File: src/rtl/nibble_serial_pkg.sv
// Shared types and helpers for the nibble-serial adder.
// Optional subtract support is enabled with NIBBLE_SERIAL_SUB_EN.
package nibble_serial_pkg;

    typedef enum logic [1:0] {
        IDLE = 2'd0,
        RUN  = 2'd1,
        DONE = 2'd2
    } state_t;

    localparam int NIBBLE_W = 4;

    // Counter width for a nibble index, never narrower than one bit.
    function automatic int cnt_width(input int nib);
        return (nib <= 1) ? 1 : $clog2(nib);
    endfunction

endpackage

File: src/rtl/nibble_serial_adder_cla4_slice.sv
// 4-bit carry-lookahead adder slice, purely combinational.
// Carries are fully expanded generate/propagate terms.
module cla4_slice (
    input  logic [3:0] i_a,
    input  logic [3:0] i_b,
    input  logic       i_cin,
    output logic [3:0] o_s,
    output logic       o_cout
);

    logic [3:0] w_g;
    logic [3:0] w_p;
    logic [4:0] w_c;

    // Generate/propagate terms and flattened lookahead carries.
    always_comb begin
        w_g    = i_a & i_b;
        w_p    = i_a ^ i_b;
        w_c[0] = i_cin;
        w_c[1] = w_g[0]
               | (w_p[0] & i_cin);
        w_c[2] = w_g[1]
               | (w_p[1] & w_g[0])
               | (w_p[1] & w_p[0] & i_cin);
        w_c[3] = w_g[2]
               | (w_p[2] & w_g[1])
               | (w_p[2] & w_p[1] & w_g[0])
               | (w_p[2] & w_p[1] & w_p[0] & i_cin);
        w_c[4] = w_g[3]
               | (w_p[3] & w_g[2])
               | (w_p[3] & w_p[2] & w_g[1])
               | (w_p[3] & w_p[2] & w_p[1] & w_g[0])
               | (w_p[3] & w_p[2] & w_p[1] & w_p[0] & i_cin);
        o_s    = w_p ^ w_c[3:0];
        o_cout = w_c[4];
    end

endmodule

File: src/rtl/nibble_serial_adder.sv
// Wide adder that processes one nibble per cycle, LSB first.
// Define NIBBLE_SERIAL_SUB_EN to add the sub input (a-b mode).
module nibble_serial_adder
    import nibble_serial_pkg::*;
#(
    parameter int WIDTH = 16
) (
    input  logic             clk,
    input  logic             rst_n,
    input  logic             in_valid,
    output logic             in_ready,
    input  logic [WIDTH-1:0] a,
    input  logic [WIDTH-1:0] b,
    input  logic             cin,
`ifdef NIBBLE_SERIAL_SUB_EN
    input  logic             sub,
`endif
    output logic             out_valid,
    input  logic             out_ready,
    output logic [WIDTH-1:0] sum,
    output logic             cout,
    output logic             busy
);

    localparam int NIB = WIDTH / NIBBLE_W;
    localparam int CW  = cnt_width(NIB);

    state_t           r_state;
    logic [WIDTH-1:0] r_a;
    logic [WIDTH-1:0] r_b;
    logic [WIDTH-1:0] r_sum;
    logic             r_carry;
    logic             r_cout;
    logic [CW-1:0]    r_cnt;
    logic             r_in_ready;
    logic             r_out_valid;
    logic             r_busy;

    logic [3:0]       w_s;
    logic             w_c;
    logic [WIDTH-1:0] w_sum_next;
    logic [WIDTH-1:0] w_b_load;
    logic             w_c_load;
    logic             w_last;

    cla4_slice u_cla (
        .i_a    (r_a[3:0]),
        .i_b    (r_b[3:0]),
        .i_cin  (r_carry),
        .o_s    (w_s),
        .o_cout (w_c)
    );

    // New nibble enters at the top; older nibbles move toward bit 0.
    generate
        if (WIDTH == NIBBLE_W) begin : g_one
            always_comb w_sum_next = w_s;
        end else begin : g_many
            always_comb w_sum_next = {w_s, r_sum[WIDTH-1:NIBBLE_W]};
        end
    endgenerate

    // Operand/carry selection at the input handshake.
    always_comb begin
`ifdef NIBBLE_SERIAL_SUB_EN
        w_b_load = sub ? ~b : b;
        w_c_load = sub ? 1'b1 : cin;
`else
        w_b_load = b;
        w_c_load = cin;
`endif
        w_last = (r_cnt == CW'(NIB - 1));
    end

    // Control FSM with the datapath shift registers and registered outputs.
    always_ff @(posedge clk or negedge rst_n) begin
        if (!rst_n) begin
            r_state     <= IDLE;
            r_a         <= '0;
            r_b         <= '0;
            r_sum       <= '0;
            r_carry     <= 1'b0;
            r_cout      <= 1'b0;
            r_cnt       <= '0;
            r_in_ready  <= 1'b1;
            r_out_valid <= 1'b0;
            r_busy      <= 1'b0;
        end else begin
            unique case (r_state)
                IDLE: begin
                    if (in_valid) begin
                        r_a        <= a;
                        r_b        <= w_b_load;
                        r_carry    <= w_c_load;
                        r_cnt      <= '0;
                        r_in_ready <= 1'b0;
                        r_busy     <= 1'b1;
                        r_state    <= RUN;
                    end
                end
                RUN: begin
                    r_sum   <= w_sum_next;
                    r_a     <= r_a >> NIBBLE_W;
                    r_b     <= r_b >> NIBBLE_W;
                    r_carry <= w_c;
                    r_cout  <= w_c;
                    r_cnt   <= r_cnt + CW'(1);
                    if (w_last) begin
                        r_out_valid <= 1'b1;
                        r_state     <= DONE;
                    end
                end
                DONE: begin
                    if (out_ready) begin
                        r_out_valid <= 1'b0;
                        r_in_ready  <= 1'b1;
                        r_busy      <= 1'b0;
                        r_state     <= IDLE;
                    end
                end
                default: begin
                    r_state <= IDLE;
                end
            endcase
        end
    end

    assign in_ready  = r_in_ready;
    assign out_valid = r_out_valid;
    assign sum       = r_sum;
    assign cout      = r_cout;
    assign busy      = r_busy;

endmodule
File: config.mk
export PLATFORM = sky130hd
export DESIGN_NAME = nibble_serial_adder
export DESIGN_NICKNAME = d
export VERILOG_FILES = /design/src/rtl/nibble_serial_pkg.sv /design/src/rtl/nibble_serial_adder_cla4_slice.sv /design/src/rtl/nibble_serial_adder.sv
export SDC_FILE = /design/constraint.sdc
export NUM_CORES = 1
export LEC_CHECK = 0
export CAP_MARGIN = 20
export CELL_PAD_IN_SITES_DETAIL_PLACEMENT = 0
export CELL_PAD_IN_SITES_GLOBAL_PLACEMENT = 1
export CORE_ASPECT_RATIO = 1.1
export CORE_MARGIN = 2
export CORE_UTILIZATION = 43
export DETAILED_ROUTE_END_ITERATION = 6
export PLACE_DENSITY = 0.84
export RECOVER_POWER = 50
export SETUP_SLACK_MARGIN = 0.1
export SLEW_MARGIN = 20
export SYNTH_ARGS = -nofsm -noshare
export SYNTH_HDL_FRONTEND = slang
export SYNTH_HIERARCHICAL = 1
export SYNTH_SLANG_ARGS = --single-unit
File: constraint.sdc
create_clock -name clk -period 3.9 [get_ports clk]
set_input_delay 0.585 -clock clk [delete_from_list [all_inputs] [get_ports clk]]
set_output_delay 0.585 -clock clk [all_outputs]
set_load 0.01 [all_outputs]
# Yosys cells after proc, flatten, opt, wreduce, memory -nomap -nowiden
# Cells that the tools add are included.
[totals]
regBits = 57
wordCells = 74
[op_classes]
n_bitwise = 29
add_sub_neg = 1
n_mux = 20
n_eq_ne = 6
n_reduce_logical = 8
[ops]
columns = ["cell", "n"]
rows = [
  ["$pmux W16 S2", 2],
  ["$mux W16", 2],
  ["$and A1 B1 Y1", 16],
  ["$or A1 B1 Y1", 10],
  ["$reduce_and A3 Y1", 3],
  ["$mux W2", 4],
  ["$pmux W1 S2", 4],
  ["$xor A4 B4 Y4", 2],
  ["$mux W1", 6],
  ["$ne A2 B2 Y1 const B", 3],
  ["$pmux W2 S3", 1],
  ["$reduce_bool A2 Y1", 3],
  ["$and A4 B4 Y4", 1],
  ["$eq A2 B2 Y1 const B", 2],
  ["$pmux W2 S2", 1],
  ["$add A2 B1 Y2 const B", 1],
  ["$eq A2 B1 Y1 const B", 1],
  ["$logic_not A2 Y1", 1],
  ["$reduce_and A2 Y1", 1],
]

# Logic depth before layout (Yosys ltp)
[depth]
word_depth = 7
ltp_mapped = 6
depth_no_buf = 6

# By module
# The synthesis kept the hierarchy.
[by_module_without_submodules]
columns = ["mod", "instances", "cells_each", "area_per_inst_um2", "seq_area_each_um2"]
rows = [
  ["nibble_serial_adder", 1, 239, 2607.5, 1427.6],
  ["cla4_slice", 1, 17, 147.6, 0.0],
]

# Worst setup path after synthesis
# OpenSTA, ideal clock, no wires.
[synth_timing]
kind = "reg-to-reg"
from = "register r_a[0]"
to = "register r_cout (netlist: cout)"
setup_time_ns = 0.125
period_less_slack_ns = 1.635
slack_ns = 2.265
stages_incl_launch_ff = 6
arrival_time_ns = 1.510
path_buffers = 0
path_cell_list = "dfrtp_1 > ha_1 > a21o_1 > a31o_1 > a21o_1 > mux2_4"
[synth_between]
elab_chain_cells = 4
word_cells_on_any_way = 7
classes_between = "7 x bitwise"
[synth_rtl]
columns = ["item", "line_no", "rtl"]
rows = [
  ["from (decl)", "nibble_serial_adder.sv:29", "logic [WIDTH-1:0] r_a;"],
  ["from (signal assigned)", "nibble_serial_adder.sv:103", "r_a <= r_a >> NIBBLE_W;"],
  ["$and A4 B4 Y4 / $xor A4 B4 Y4 (equally long branches)", "nibble_serial_adder_cla4_slice.sv:17, nibble_serial_adder_cla4_slice.sv:18", ""],
  ["$and A1 B1 Y1 (on tied branches)", "nibble_serial_adder_cla4_slice.sv:32, nibble_serial_adder_cla4_slice.sv:33", ""],
  ["$or A1 B1 Y1 / $and A1 B1 Y1 (equally long branches)", "nibble_serial_adder_cla4_slice.sv:32, nibble_serial_adder_cla4_slice.sv:33", ""],
  ["$or A1 B1 Y1 (*)", "nibble_serial_adder_cla4_slice.sv:33", "| (w_p[3] & w_p[2] & w_p[1] & w_p[0] & i_cin);"],
  ["via w_c", "nibble_serial_adder.sv:40", "logic w_c;"],
  ["to (signal assigned)", "nibble_serial_adder.sv:106", "r_cout <= w_c;"],
  ["to (decl)", "nibble_serial_adder.sv:33", "logic r_cout;"],
]
# Mark *: on every way through the listed nets, which the timed path passes. The rest lies on a longest branch.
# A chain may end at the register's enable or synchronous reset.

# Worst setup path in the final report
[layout_timing]
from = "input in_valid"
to = "register r_b[15]"
[layout_between]
elab_chain_cells = 2
[layout_rtl]
columns = ["item", "line_no", "rtl"]
rows = [
  ["from (decl)", "nibble_serial_adder.sv:10", "input logic in_valid,"],
  ["$ne A2 B2 Y1 (no source line)", "n/a", ""],
  ["$reduce_and A2 Y1 (no source line)", "n/a", ""],
  ["to (signal assigned)", "nibble_serial_adder.sv:93", "r_b <= w_b_load;"],
  ["to (signal assigned)", "nibble_serial_adder.sv:104", "r_b <= r_b >> NIBBLE_W;"],
  ["to (decl)", "nibble_serial_adder.sv:30", "logic [WIDTH-1:0] r_b;"],
]
# No other way between the ends.

==> flow_metrics.py <==
metrics = {
    "final_layout": {
        "diodes": 0,
        "final_util_pct": 55.5,
        "layout-drive-gt1-share_pct": 11.4,
        "nets": 346,
        "syn_to_final_growth_pct": 24.8,
    },
    "floorplan": {
        "placeableCoreArea_um2": 6190,
        "row_count": 30,
        "die_area_um2": 7060,
        "io_pins": 57,
        "die_w_um": 80.3,
        "die_y_um": 88.0,
        "initial_core_util_pct": 44.5,
    },
    "synth": {
        "ys_seq_elements": 57,
        "async_flop_share_pct": 100,
        "synthesis.area_um2": 2760,
        "yosysMostFrequentCell": "dfrtp_1",
        "ys_seq_area_share_pct": 51.8,
        "synth-edff-count": 0,
        "syn_inst": 256,
        "ys.flop_type": "dfrtp_1",
        "synth_area_leader_cell": "dfrtp_1",
        "yosys_warnings": 6,
        "synth_cell_types": 29,
        "yosysTopAreaCellShare_pct": 50.9,
        "synth_area_leaders": "dfrtp_1 51%, nor3_1 8.2%, mux2_4 7.1%",
        "ys_top_cells_by_count": "56 x dfrtp_1, 45 x nor3_1, 25 x o22ai_1",
        "syn_nets": 299,
        "syn_avg_cell_area_um2": 10.8,
    },
    "placed_design": {
        "io_buffers": 56,
        "gp_congestion": 0.756,
        "dp_hpwl_mm": 3.76,
        "dp_slack_ns": 1.44,
    },
    "drt": {
        "drc": 0,
        "firstDrtPassIters": 4,
        "drt_iter0_markers": 124,
        "ant_nets": 0,
        "vias": 2124,
        "wirelength_mm": 5.79,
        "viasPerCell": 5.47,
        "wl_per_cell_um": 14.9,
    },
    "global_routing": {
        "antenna_found_initial": 0,
        "grt_pass1_wl_mm": 9.82,
        "track_usage_pct": 18.2,
        "first_global_vias": 2111,
        "grt_max_degree": 57,
        "overflow": 0,
    },
    "power": {
        "combPwrFrac_pct": 46.8,
        "switching_share_pct": 37.0,
        "p_switching_mw": 1.12,
        "ir_drop_mv": 0.374,
        "power_mw": 3.01,
        "pwr-share-seq_pct": 36.9,
        "p_clk_share_pct": 16.3,
        "p_int_mw": 1.90,
        "p_leak_nw": 1.43,
        "p_per_area_nw_per_um2": 876,
    },
    "timing": {
        "setup_viol": 0,
        "rsz0062_at_grt": "false",
        "fmax_mhz": 462,
        "whs_ns": 0.471,
        "tightest_slew_ns": 1.18,
        "fin_crit_sh_pct": 55.6,
        "hold_violations": 0,
        "fin_skew_ns": 0.00906,
        "slew-limit-headroom_pct": 21.5,
        "setup_ws_ns": 1.73,
        "slew_viol_final": 0,
        "tns_ns": 0,
        "period_minus_slack_ns": 2.17,
    },
    "setup_path": {
        "path_buf_inv": 1,
        "crit_cells": 4,
        "crit_chain": "dlygate4sd3_1 > nor2b_1 > nand2_1 > o21ai_0",
        "crit_slowest_cell": "dlygate4sd3_1",
        "start_kind": "input pin",
        "cp-end-kind": "flip-flop",
        "ff2ff_path_depth": 3,
        "critPathArrivalTime_ns": 2.42,
        "critPathMaxStageDelay_ns": 1.05,
        "path_max_fanout": 20,
        "critPathTopFamily": "buffers and inverters",
        "worstSetupPathType": "in -> reg",
        "cp.required_ns": 4.15,
    },
    "clock_tree": {
        "cts_max_level": 3,
        "cts-buffers-inserted": 9,
        "post_cts_resized": 0,
        "path_clk_slew_ns": 0.06,
        "cts_buffer_depth": 2,
        "hold_buffers": 0,
        "cts_setup_buffers": 0,
        "cts_num_sinks": 57,
        "cts_root_buf": "clkbuf_8",
        "insertion_delay_ns": 0.34,
        "tritoncts": "built",
    },
    "min_path": {
        "hp-class": "in -> async",
    },
    "run": {
        "cap_violations": 0,
    },
    "outcome": {
        "status": "complete, no violations",
    },
}
## final cells by class
class / instances / area [µm²]
flip-flops and latches: 57 / 1430
fillers: 568 / 2750
multi-input cells: 169 / 1140
inverters: 8 / 30.0
clock buffers: 13 / 159
clock inverters: 3 / 15.0
well taps: 80 / 100
repair buffers: 58 / 569
## final timing paths
kind | start | to | slack [ns]
setup / recovery | in_valid | r_b[15]$_DFFE_PN0P_ | 1.73
max in group asynchronous | rst_n | in_ready$_DFFE_PN1P_ | 2.32
hold / removal | rst_n | sum[3]$_DFFE_PN0P_ | 0.47
min in group clk | in_ready$_DFFE_PN1P_ | in_ready$_DFFE_PN1P_ | 0.47
setup reg to reg | r_state[1]$_DFFE_PN0P_ | r_carry$_DFFE_PN0P_ | 1.87
hold reg to reg | in_ready$_DFFE_PN1P_ | in_ready$_DFFE_PN1P_ | 0.47
## cell usage in the layout, fill, tap and decap left out
cell	count
xor2_1	1
mux2_1	2
mux2_2	4
o21ai_0	19
dfstp_2	1
nand2b_4	2
nor2_1	13
nand2b_1	3
a21oi_1	7
a21o_1	3
clkdlybuf4s50_1	49
clkinv_1	1
xnor2_1	2
o31ai_1	1
clkbuf_8	11
fa_1	1
nor2b_1	2
a31o_1	1
nand3b_1	1
nor3_1	45
o22ai_1	25
inv_1	7
ha_1	5
buf_4	2
clkbuf_1	3
nand2_1	10
clkinv_2	3
o32ai_1	10
mux2_4	11
dlygate4sd3_1	6
or2_2	1
dfrtp_1	56
## routing by layer
metal | share of wire (%) | vias up | global-route usage, %
li1 | - | 1032 | -
met1 | 45 | 1027 | 22.5
met3 | 3.7 | 9 | 3.51
met5 | 0 | - | 0
met2 | 49 | 56 | 30.5
met4 | 2.1 | 0 | 8.78
## logic make-up (layout without fill, tap and decap cells)
family	count (synthesis)	after routing	share of synthesized area, %
muxes	17	17	8.72
buffers and inverters	30	82	6.58
AOI/OAI and AO/OA	66	66	15.0
and+or+nand+nor	77	77	13.9
xor gates and xnor gates	3	3	0.954
adders and majority gates	6	6	3.00
DFF	57	57	51.8
## through the flow
step / cell area [µm²] / std cells
5_1_grt: 3440 / 388
4_1_cts: 3450 / 388
3_3_place_gp: 3270 / 372
3_5_place_dp: 3270 / 372
6_report: 3440 / 388
2_1_floorplan: 2760 / 256
## registers in the layout (all words and copies together), names as in the netlist
signal,flops
r_a,16
r_b,16
sum,16
r_cnt,2
r_state,2
busy,1
cout,1
in_ready,1
out_valid,1
r_carry,1
## power by group through the flow
stage	Clock [mW]	Combinational (mW)	Sequential [mW]
global route	0.527	1.58	1.15
finish	0.490	1.41	1.11
global placement	0	1.40	1.11
detailed placement	0	1.44	1.12
floorplan	0	1.08	1.11
CTS	0.500	1.45	1.11
No activity file was read; power rests on OpenSTA's default activity.
